## config.mk

```make
export PLATFORM = sky130hd
export DESIGN_NAME = inc16
export DESIGN_NICKNAME = d
export VERILOG_FILES = /design/src/rtl/inc16.sv
export SDC_FILE = /design/constraint.sdc
export NUM_CORES = 1
export LEC_CHECK = 0
export ABC_AREA = 1
export CORE_ASPECT_RATIO = 1.75
export CORE_UTILIZATION = 38
export CTS_BUF_LIST = sky130_fd_sc_hd__clkbuf_2
export DETAILED_ROUTE_END_ITERATION = 7
export GPL_ROUTABILITY_DRIVEN = 1
export GPL_TIMING_DRIVEN = 0
export PLACE_DENSITY_LB_ADDON = 0.12
export SYNTH_ARGS = -nofsm -noshare
export SYNTH_HDL_FRONTEND = slang
export SYNTH_SLANG_ARGS = --single-unit
```

## constraint.sdc

```tcl
create_clock -name clk -period 5.89 [get_ports clk]
set_input_delay 1.178 -clock clk [delete_from_list [all_inputs] [get_ports clk]]
set_output_delay 1.178 -clock clk [all_outputs]
set_load 0.05 [all_outputs]
```

## src/rtl/inc16.sv

```systemverilog
// 16-bit incrementer built as a ripple chain of half adders, with an
// optional registered copy of the result captured under en.
module inc16 (
  input  logic        clk,
  input  logic        rst_n,
  input  logic [15:0] a,
  input  logic        en,
  output logic [15:0] out,
  output logic        cout,
  output logic [15:0] out_q,
  output logic        cout_q,
  output logic        valid_q
);

  logic [16:0] w_c;
  logic [15:0] w_sum;

  logic [15:0] r_out_q;
  logic        r_cout_q;
  logic        r_valid_q;

  // Half-adder chain: the carry into stage 0 is tied high, which is what
  // turns a plain ripple adder into a +1 incrementer.
  always_comb begin
    w_c   = 17'd0;
    w_sum = 16'd0;
    w_c[0] = 1'b1;
    for (int i = 0; i < 16; i++) begin
      w_sum[i]  = a[i] ^ w_c[i];
      w_c[i+1]  = a[i] & w_c[i];
    end
  end

  assign out  = w_sum;
  assign cout = w_c[16];

  // valid_q is sticky once any capture happens; only reset clears it.
  always_ff @(posedge clk or negedge rst_n) begin
    if (!rst_n) begin
      r_out_q   <= 16'd0;
      r_cout_q  <= 1'b0;
      r_valid_q <= 1'b0;
    end else if (en) begin
      r_out_q   <= w_sum;
      r_cout_q  <= w_c[16];
      r_valid_q <= 1'b1;
    end
  end

  assign out_q   = r_out_q;
  assign cout_q  = r_cout_q;
  assign valid_q = r_valid_q;

endmodule

```

==> run_results.csv, run 1 <==
group,metric,value,unit
pwr,seq_power_share,43.0,%
pwr,p_switching,0.000128,W
synthesis,syn_nets,124,
global_routing,grt_pass1_vias,807,
pwr,peakVddDrop,0.155,mV
clocking,cts_buffer_depth,2,
timing,period_share,97.5,%
timing,finClkSkew,0,ns
hold_path,hp-class,"reg -> reg",
clocking,cts_tree,"built",
global_routing,grtUsageTotal,18.0,%
synthesis,ys_warn_count,0,
clocking,postCtsSetupRepairBufs,0,
status,outcome,"completed",
critical_path,cp.arrival,4.57,ns
clocking,h-tree-depth,1,
route,route.detailed.drc,0,
die,die_area,2580,sq um
clocking,cts.clk_slew.worst_paths,0.14,ns
clocking,cts_buffers,3,
route,via_count,801,
timing,fin_ws,0.147,ns
clocking,clk_latency,0.27,ns
pwr,switching_share,39.3,%
placement,dp_slack,-0.582,ns
die,die_h,66.5,um
critical_path,worstSetupEndpointType,"output pin",
global_routing,grt_max_degree,19,
clocking,cts.sinks,18,
timing,setup_viol,0,
die,initial_core_util,39.7,%
timing,final.setup.tns,0,ns
critical_path,critical_path.startpoint,"a[0]",
pwr,power_frac_comb,42.7,%
die,core,2270,sq um
route,ant_nets,0,
timing,slew_headroom,47.2,%
synthesis,postSynthAreaPerCell,10.0,sq um
placement,place.gp.congestion,0.703,
timing,hold_viol_final,0,
hold_path,min_from,"out_q[10]",
global_routing,grt_pass1_wl,3.30,mm
finish,nets,181,
critical_path,start_kind,"input pin",
pwr,p_leak,0.749,nW
timing,drv_slew,0,
timing,max_clock_freq,174,MHz
synthesis,ys_seq_elements,18,
placement,hpwlAfterDp,1.60,mm
timing,worst_pin_slew,0.789,ns
critical_path,critPathRequiredTime,4.71,ns
route,wirelength,1.93,mm
synthesis,ys_seq_area_share,49.9,%
die,rows,23,
synthesis,ys_types,10,
finish,drive_gt1_share,13.8,%
pwr,pwr_density_cell,220,nW/um^2
route,drt_iter0_markers,34,
route,wire_per_inst,11.4,um
route,drtPass1Iterations,2,
die,die_w,38.9,um
critical_path,timing.rr.start,"valid_q",
timing,fin_crit,5.74,ns
die,ios,54,
critical_path,critPathKind,"in -> out",
finish,area_delta_synth_final,63.4,%
clocking,clock-root-buffer,"clkbuf_2",
clocking,postCtsHoldBufs,0,
global_routing,overflow,0,
placement,port_buffers,52,
critical_path,cp_max_fo,2,
synthesis,synthCells,90,
global_routing,antenna_found_initial,0,
pwr,pwr-share-clk,14.3,%
run,cap_violations,0,
route,viasPerCell,4.71,
pwr,p_int,0.000198,W
finish,fill_cells,204,
finish,n_antenna_cell,0,
synthesis,netlist_area,903,sq um
==> layout by cell type (no fill, tap or decap), drive strengths merged <==
cell and count:
buf 5, clkbuf 5, clkdlybuf4s50 47, dfrtp 18, dlygate4sd2 1, ha 15
inv 2, nand2 51, or2 1
==> metal layers <==
metal / vias to the layer above / routed length (um) / GRT usage, %
li1: 397 / - / -
met1: 372 / 677 / 18.5
met2: 30 / 1140 / 34.0
met3: 2 / 98 / 3.00
met4: 0 / 18 / 6.47
met5: - / 0 / 0
==> worst max-delay path, stage by stage <==
cell and delay, ns:
clkdlybuf4s50_1 0.42, ha_2 0.19, ha_1 0.18, ha_1 0.18, ha_1 0.17, ha_1 0.18, ha_1 0.18, ha_1 0.18
ha_1 0.18, ha_1 0.18, ha_1 0.18, ha_1 0.19, ha_1 0.18, ha_1 0.19, ha_2 0.19, ha_4 0.27
buf_8 0.14
==> path summary, 6_finish.rpt <==
kind	end	depth (start not counted)	slack (ns)
setup / recovery	out[15]	17	0.15
hold reg to reg	out_q[10]	2	0.49
setup reg to reg	valid_q	1	5.12
hold / removal	out_q[10]	2	0.49
max in group asynchronous	out_q[12]	1	4.06
min in group asynchronous	out_q[9]	1	1.34
==> cells in the mapped netlist <==
cell | count | area (sq um)
buf_6 | 1 | 11.3
buf_8 | 1 | 15.0
clkbuf_8 | 1 | 13.8
dfrtp_1 | 18 | 450
ha_1 | 15 | 188
inv_1 | 1 | 3.75
inv_8 | 1 | 11.3
nand2_1 | 46 | 173
nand2_2 | 5 | 31.3
or2_2 | 1 | 6.26
==> sequential cells by signal, indices dropped and copies added, names as in the netlist <==
register,flops
cout_q,1
out_q,16
valid_q,1
==> cells by family (layout without fill, tap and decap cells) <==
| kind of cell | after synthesis | count (layout) | synth area share, % |
|---|---|---|---|
| fa+ha+maj | 15 | 15 | 20.8 |
| buf+inv | 5 | 60 | 6.09 |
| flops | 18 | 18 | 49.9 |
| simple gates | 52 | 52 | 23.3 |
==> power groups by stage <==
| stage | combinational, W | sequential (W) | clock [W] |
|---|---|---|---|
| floorplan | 0.0000507 | 0.000180 | 0 |
| global placement | 0.000139 | 0.000142 | 0 |
| detailed placement | 0.000140 | 0.000143 | 0 |
| CTS | 0.000140 | 0.000140 | 0.0000501 |
| global route | 0.000148 | 0.000141 | 0.0000562 |
| finish | 0.000139 | 0.000140 | 0.0000465 |
==> per-stage QoR <==
step / utilization [%] / std cells / instance area [sq um] / power [W] / hold WS, ns
finish: 64.9 / 170 / 1480 / 0.000325 / 0.492
global placement: 64.0 / 167 / 1460 / 0.000281 / 0.452
global route: 64.9 / 170 / 1480 / 0.000345 / 0.506
floorplan: - / 90 / 903 / 0.000231 / 0.750
detailed placement: 64.0 / 167 / 1460 / 0.000283 / 0.454
CTS: 64.3 / 170 / 1460 / 0.000330 / 0.493
==> cell type report <==
cell class	count	area (sq um)	share of cell area (%)
repair buffers	52	509	34.5
flip-flops and latches	18	450	30.5
multi-input cells	67	415	28.1
plain buffers	3	40.0	2.71
well taps	25	31.3	2.12
clock buffers	3	15.0	1.02
inverters	2	15.0	1.02
==> repair_timing <==
action | CTS | global route
setup endpoints to repair | 5 | 4
gates resized for setup | 16 | 9
endpoints found under the hold margin | 0 | 0
Power figures use the tool's default switching activity.
==> run 2: changes to the inputs <==
CAP_MARGIN = 20   (was not set)
SETUP_SLACK_MARGIN = 0.2   (was not set)
TNS_END_PERCENT = 50   (was not set)
==> run_results.csv, run 2 (synthesized netlist as in run 1, its figures left out) <==
group,metric,value,unit
status,outcome,"completed",
timing,setup_viol,0,
die,die_h,66.5,um
route,via_count,797,
timing,period_share,94.4,%
timing,slew_headroom,46.6,%
hold_path,min_to,"valid_q",
critical_path,critPathRequiredTime,4.71,ns
pwr,p_leak,0.744,nW
clocking,h-tree-depth,1,
clocking,postCtsSetupRepairBufs,0,
critical_path,worst-r2r-cell-count,1,
hold_path,hp-class,"reg -> reg",
route,drtPass1Iterations,3,
critical_path,worstSetupEndpointType,"output pin",
clocking,cts.clk_slew.worst_paths,0.14,ns
finish,most-common-layout-cells,"nand2_1, clkdlybuf4s50_1, dfrtp_1",
global_routing,grt_pass1_wl,3.28,mm
critical_path,cp_max_fo,2,
route,wire_per_inst,11.7,um
pwr,peakVddDrop,0.155,mV
placement,place.gp.congestion,0.703,
die,rows,23,
global_routing,grt_max_degree,19,
run,cap_violations,0,
placement,dp_slack,-0.582,ns
timing,fin_ws,0.329,ns
route,wirelength,1.98,mm
clocking,cts_buffers,3,
die,die_w,38.9,um
global_routing,grtUsageTotal,18.0,%
clocking,cts_tree,"built",
global_routing,antenna_found_initial,0,
die,ios,54,
finish,seq_area,450,sq um
finish,nets,181,
clocking,cts.sinks,18,
finish,instances_no_fill,170,
route,viasPerCell,4.69,
die,die_area,2580,sq um
finish,drive_gt1_share,19.3,%
clocking,clk_latency,0.27,ns
critical_path,reg2reg_to,"valid_q",
timing,max_clock_freq,180,MHz
pwr,pwr_density_cell,216,nW/um^2
die,initial_core_util,39.7,%
critical_path,critPathKind,"in -> out",
global_routing,grt_pass1_vias,805,
finish,multi_input_area,435,sq um
placement,port_buffers,52,
clocking,postCtsHoldBufs,0,
hold_path,hold_depth,1,
hold_path,min_from,"valid_q",
critical_path,timing.rr.start,"valid_q",
finish,fill_cells,200,
global_routing,overflow,0,
timing,finClkSkew,0,ns
timing,worst_pin_slew,0.798,ns
finish,area_delta_synth_final,67.3,%
critical_path,reg2reg_slack,5.13,ns
critical_path,cp.arrival,4.38,ns
route,route.detailed.drc,0,
route,drt_iter0_markers,34,
timing,hold_viol_final,0,
finish,largest_reg_flops,16,
finish,n_antenna_cell,0,
clocking,clock-root-buffer,"clkbuf_2",
timing,rsz0062_at_grt,"false",
placement,dp.cells,167,
route,ant_nets,0,
critical_path,start_kind,"input pin",
timing,hold-worst-slack,0.490,ns
timing,final.setup.tns,0,ns
die,core,2270,sq um
placement,placed_area,1460,sq um
placement,hpwlAfterDp,1.60,mm
timing,fin_crit,5.56,ns
finish,fin_area,1510,sq um
clocking,cts_buffer_depth,2,
timing,drv_slew,0,
-- run 2: cell types whose count changed in the layout (fill, tap and decap cells not counted), sizes merged --
cell           change
clkdlybuf4s50      -1
dlymetal6s2s       +1
-- run 2: worst max path at each step --
stage | slack (ns) | cells past startpoint | start | end
6_report | 0.33 | 13 | a[1] | out[11]
5_1_grt | 0.22 | 17 | a[1] | out[15]
3_5_place_dp | -0.58 | 17 | a[0] | out[15]
2_1_floorplan | 0.57 | 15 | a[0] | out[15]
3_3_place_gp | -0.57 | 17 | a[0] | out[15]
4_1_cts | 0.08 | 17 | a[0] | out[15]
-- run 2: per-layer routing --
layer,share of wire (%),GRT usage (%),vias to the layer above
met4,0.91,6.47,0
met1,36,18.5,367
met2,57,33.8,30
li1,-,-,398
met5,0,0,-
met3,5.2,3.00,2
-- run 2: worst max-delay path, cell delays in order --
cell and delay (ns):
clkdlybuf4s50_1 0.40, ha_2 0.17, ha_2 0.16, ha_2 0.16
ha_1 0.17, ha_1 0.18, ha_2 0.17, ha_2 0.16
ha_2 0.16, ha_1 0.18, ha_2 0.17, ha_2 0.32
clkdlybuf4s50_1 0.79
-- run 2: area by class of cell --
type	count	area share [%]
timing repair buffer	52	34.7
sequential	18	29.8
multi-input combinational	67	28.8
buffer	3	2.65
tap	25	2.07
clock buffer	3	0.993
inverter	2	0.993
-- run 2: stage by stage --
stage	utilization, %	total power (W)
6_report	66.5	0.000326
5_1_grt	66.5	0.000346
4_1_cts	65.3	0.000331
3_5_place_dp	64.0	0.000283
3_3_place_gp	64.0	0.000281
2_1_floorplan	-	0.000231
-- run 2: repair_timing --
item                                    CTS  global route
pin swaps                                 1             0
endpoints found under the setup margin    6             6
gates resized for setup                  26            13
-- run 2: where the power goes --
part | switching, W | internal [W] | total, W
combinational | 0.0000895 | 0.0000501 | 0.000140
clock | 0.0000323 | 0.0000139 | 0.0000462
sequential | 0.00000599 | 0.000134 | 0.000140
total | 0.000128 | 0.000198 | 0.000326
==> run 3: changes to the inputs <==
CORE_UTILIZATION = 25   (was 38)
DONT_BUFFER_PORTS = 1   (was not set)
==> run_results.csv, run 3 (synthesized netlist as in run 1, its figures left out) <==
group,metric,value,unit
run,cap_violations,0,
die,ios,54,
critical_path,worst-r2r-cell-count,1,
pwr,power_frac_comb,18.9,%
critical_path,timing.rr.start,"valid_q",
die,die_w,47.4,um
route,route.detailed.drc,0,
die,rows,28,
finish,area_delta_synth_final,8.59,%
finish,nets,129,
timing,fin_crit,5.43,ns
clocking,postCtsSetupRepairBufs,0,
pwr,p_switching,0.000126,W
route,wirelength,1.88,mm
finish,mostFrequentLayoutCell,"nand2_1",
placement,port_buffers,0,
timing,rsz0062_at_grt,"false",
finish,largest_reg_flops,16,
pwr,pwr-share-clk,18.6,%
placement,place.gp.congestion,0.677,
timing,hold_viol_final,0,
pwr,peakVddDrop,0.140,mV
critical_path,critical_path.startpoint,"a[0]",
pwr,pwr_density_cell,294,nW/um^2
route,drtPass1Iterations,2,
timing,final.setup.tns,0,ns
clocking,cts.clk_slew.worst_paths,0.18,ns
route,via_count,585,
timing,period_share,92.1,%
critical_path,reg2reg_to,"valid_q",
critical_path,cp.arrival,4.25,ns
die,die_area,3870,sq um
pwr,p_leak,0.545,nW
timing,worst_pin_slew,0.498,ns
timing,slew_headroom,66.8,%
clocking,clock-root-buffer,"clkbuf_2",
global_routing,grtUsageTotal,10.5,%
route,drt_iter0_markers,6,
global_routing,grt_pass1_vias,568,
finish,n_antenna_cell,0,
critical_path,worstSetupEndpoint,"out[15]",
die,core,3400,sq um
route,ant_nets,0,
pwr,seq_power_share,62.4,%
critical_path,critPathKind,"in -> out",
finish,fill_cells,375,
critical_path,cp_max_fo,2,
die,initial_core_util,26.6,%
clocking,cts_buffer_depth,2,
timing,max_clock_freq,184,MHz
critical_path,start_kind,"input pin",
clocking,h-tree-depth,1,
critical_path,worstSetupEndpointType,"output pin",
status,outcome,"completed",
route,viasPerCell,4.21,
pwr,p_int,0.000163,W
pwr,switching_share,43.6,%
global_routing,antenna_found_initial,0,
global_routing,grt_pass1_wl,2.73,mm
timing,drv_slew,0,
timing,hold-worst-slack,0.532,ns
hold_path,hp-class,"in -> async",
finish,most-common-layout-cells,"nand2_1, dfrtp_1, ha_1",
placement,hpwlAfterDp,1.46,mm
clocking,postCtsHoldBufs,0,
finish,drive_gt1_share,14.9,%
global_routing,overflow,0,
die,die_h,81.5,um
timing,finClkSkew,0,ns
finish,final_core_util,28.9,%
critical_path,reg2reg_slack,4.85,ns
clocking,cts_tree,"built",
clocking,clk_latency,0.30,ns
clocking,cts_buffers,3,
critical_path,critPathRequiredTime,4.71,ns
global_routing,grt_max_degree,19,
clocking,cts_resized,0,
timing,setup_viol,0,
clocking,cts.sinks,18,
route,wire_per_inst,13.5,um
## run 3: changes by cell type in the layout (fill, tap and decap cells not counted)
cell             delta
ha_4                -1
ha_2                -9
clkdlybuf4s50_1    -46
buf_8               -2
ha_1               +10
dlymetal6s2s_1      -1
clkinv_1            +1
buf_4               -1
dlygate4sd2_1       -1
clkbuf_2            -1
## run 3: layout make-up
class / instances / area [sq um] / share of cell area (%)
Clock buffer: 3 / 15.0 / 1.53
Inverter: 2 / 15.0 / 1.53
Multi-Input combinational cell: 67 / 400 / 40.8
Tap cell: 45 / 56.3 / 5.74
Sequential cell: 18 / 450 / 45.9
Clock inverter: 1 / 3.75 / 0.383
Buffer: 3 / 40.0 / 4.08
## run 3: power by group through the flow
stage / Sequential [W] / Clock (W) / Combinational, W
floorplan: 0.000180 / 0 / 0.0000507
global placement: 0.000183 / 0 / 0.0000549
detailed placement: 0.000183 / 0 / 0.0000555
CTS: 0.000181 / 0.0000579 / 0.0000555
global route: 0.000181 / 0.0000614 / 0.0000593
finish: 0.000180 / 0.0000537 / 0.0000545
## run 3: how the worst min path moves through the flow
stage                end  slack (ns)  cells past startpoint
6_report       out_q[10]        0.53                      0
5_1_grt        out_q[10]        0.48                      0
4_1_cts        out_q[15]        0.50                      0
3_5_place_dp    out_q[9]        0.77                      2
3_3_place_gp   out_q[10]        0.76                      2
2_1_floorplan   out_q[3]        0.75                      2
## run 3: per-stage QoR
stage,power (W),area (sq um),setup WS [ns],cells
final,0.000288,981,0.463,139
after global routing,0.000302,981,0.249,139
after CTS,0.000294,978,0.321,139
after detailed placement,0.000238,960,0.326,135
after global placement,0.000237,960,0.334,135
after floorplan,0.000231,903,0.572,90
## run 3: routing by layer
metal | track usage, % | wire length, um
met2 | 17.5 | 1020
met1 | 11.5 | 700
met5 | 0 | 0
met4 | 6.86 | 23
met3 | 1.76 | 133
## run 3: critical path, stage by stage
cell  delay [ns]
ha_1        0.17
ha_1        0.18
ha_1        0.19
ha_1        0.18
ha_1        0.17
ha_1        0.18
ha_1        0.19
ha_1        0.19
ha_1        0.18
ha_1        0.19
ha_1        0.19
ha_1        0.18
ha_1        0.18
ha_1        0.19
ha_2        0.50
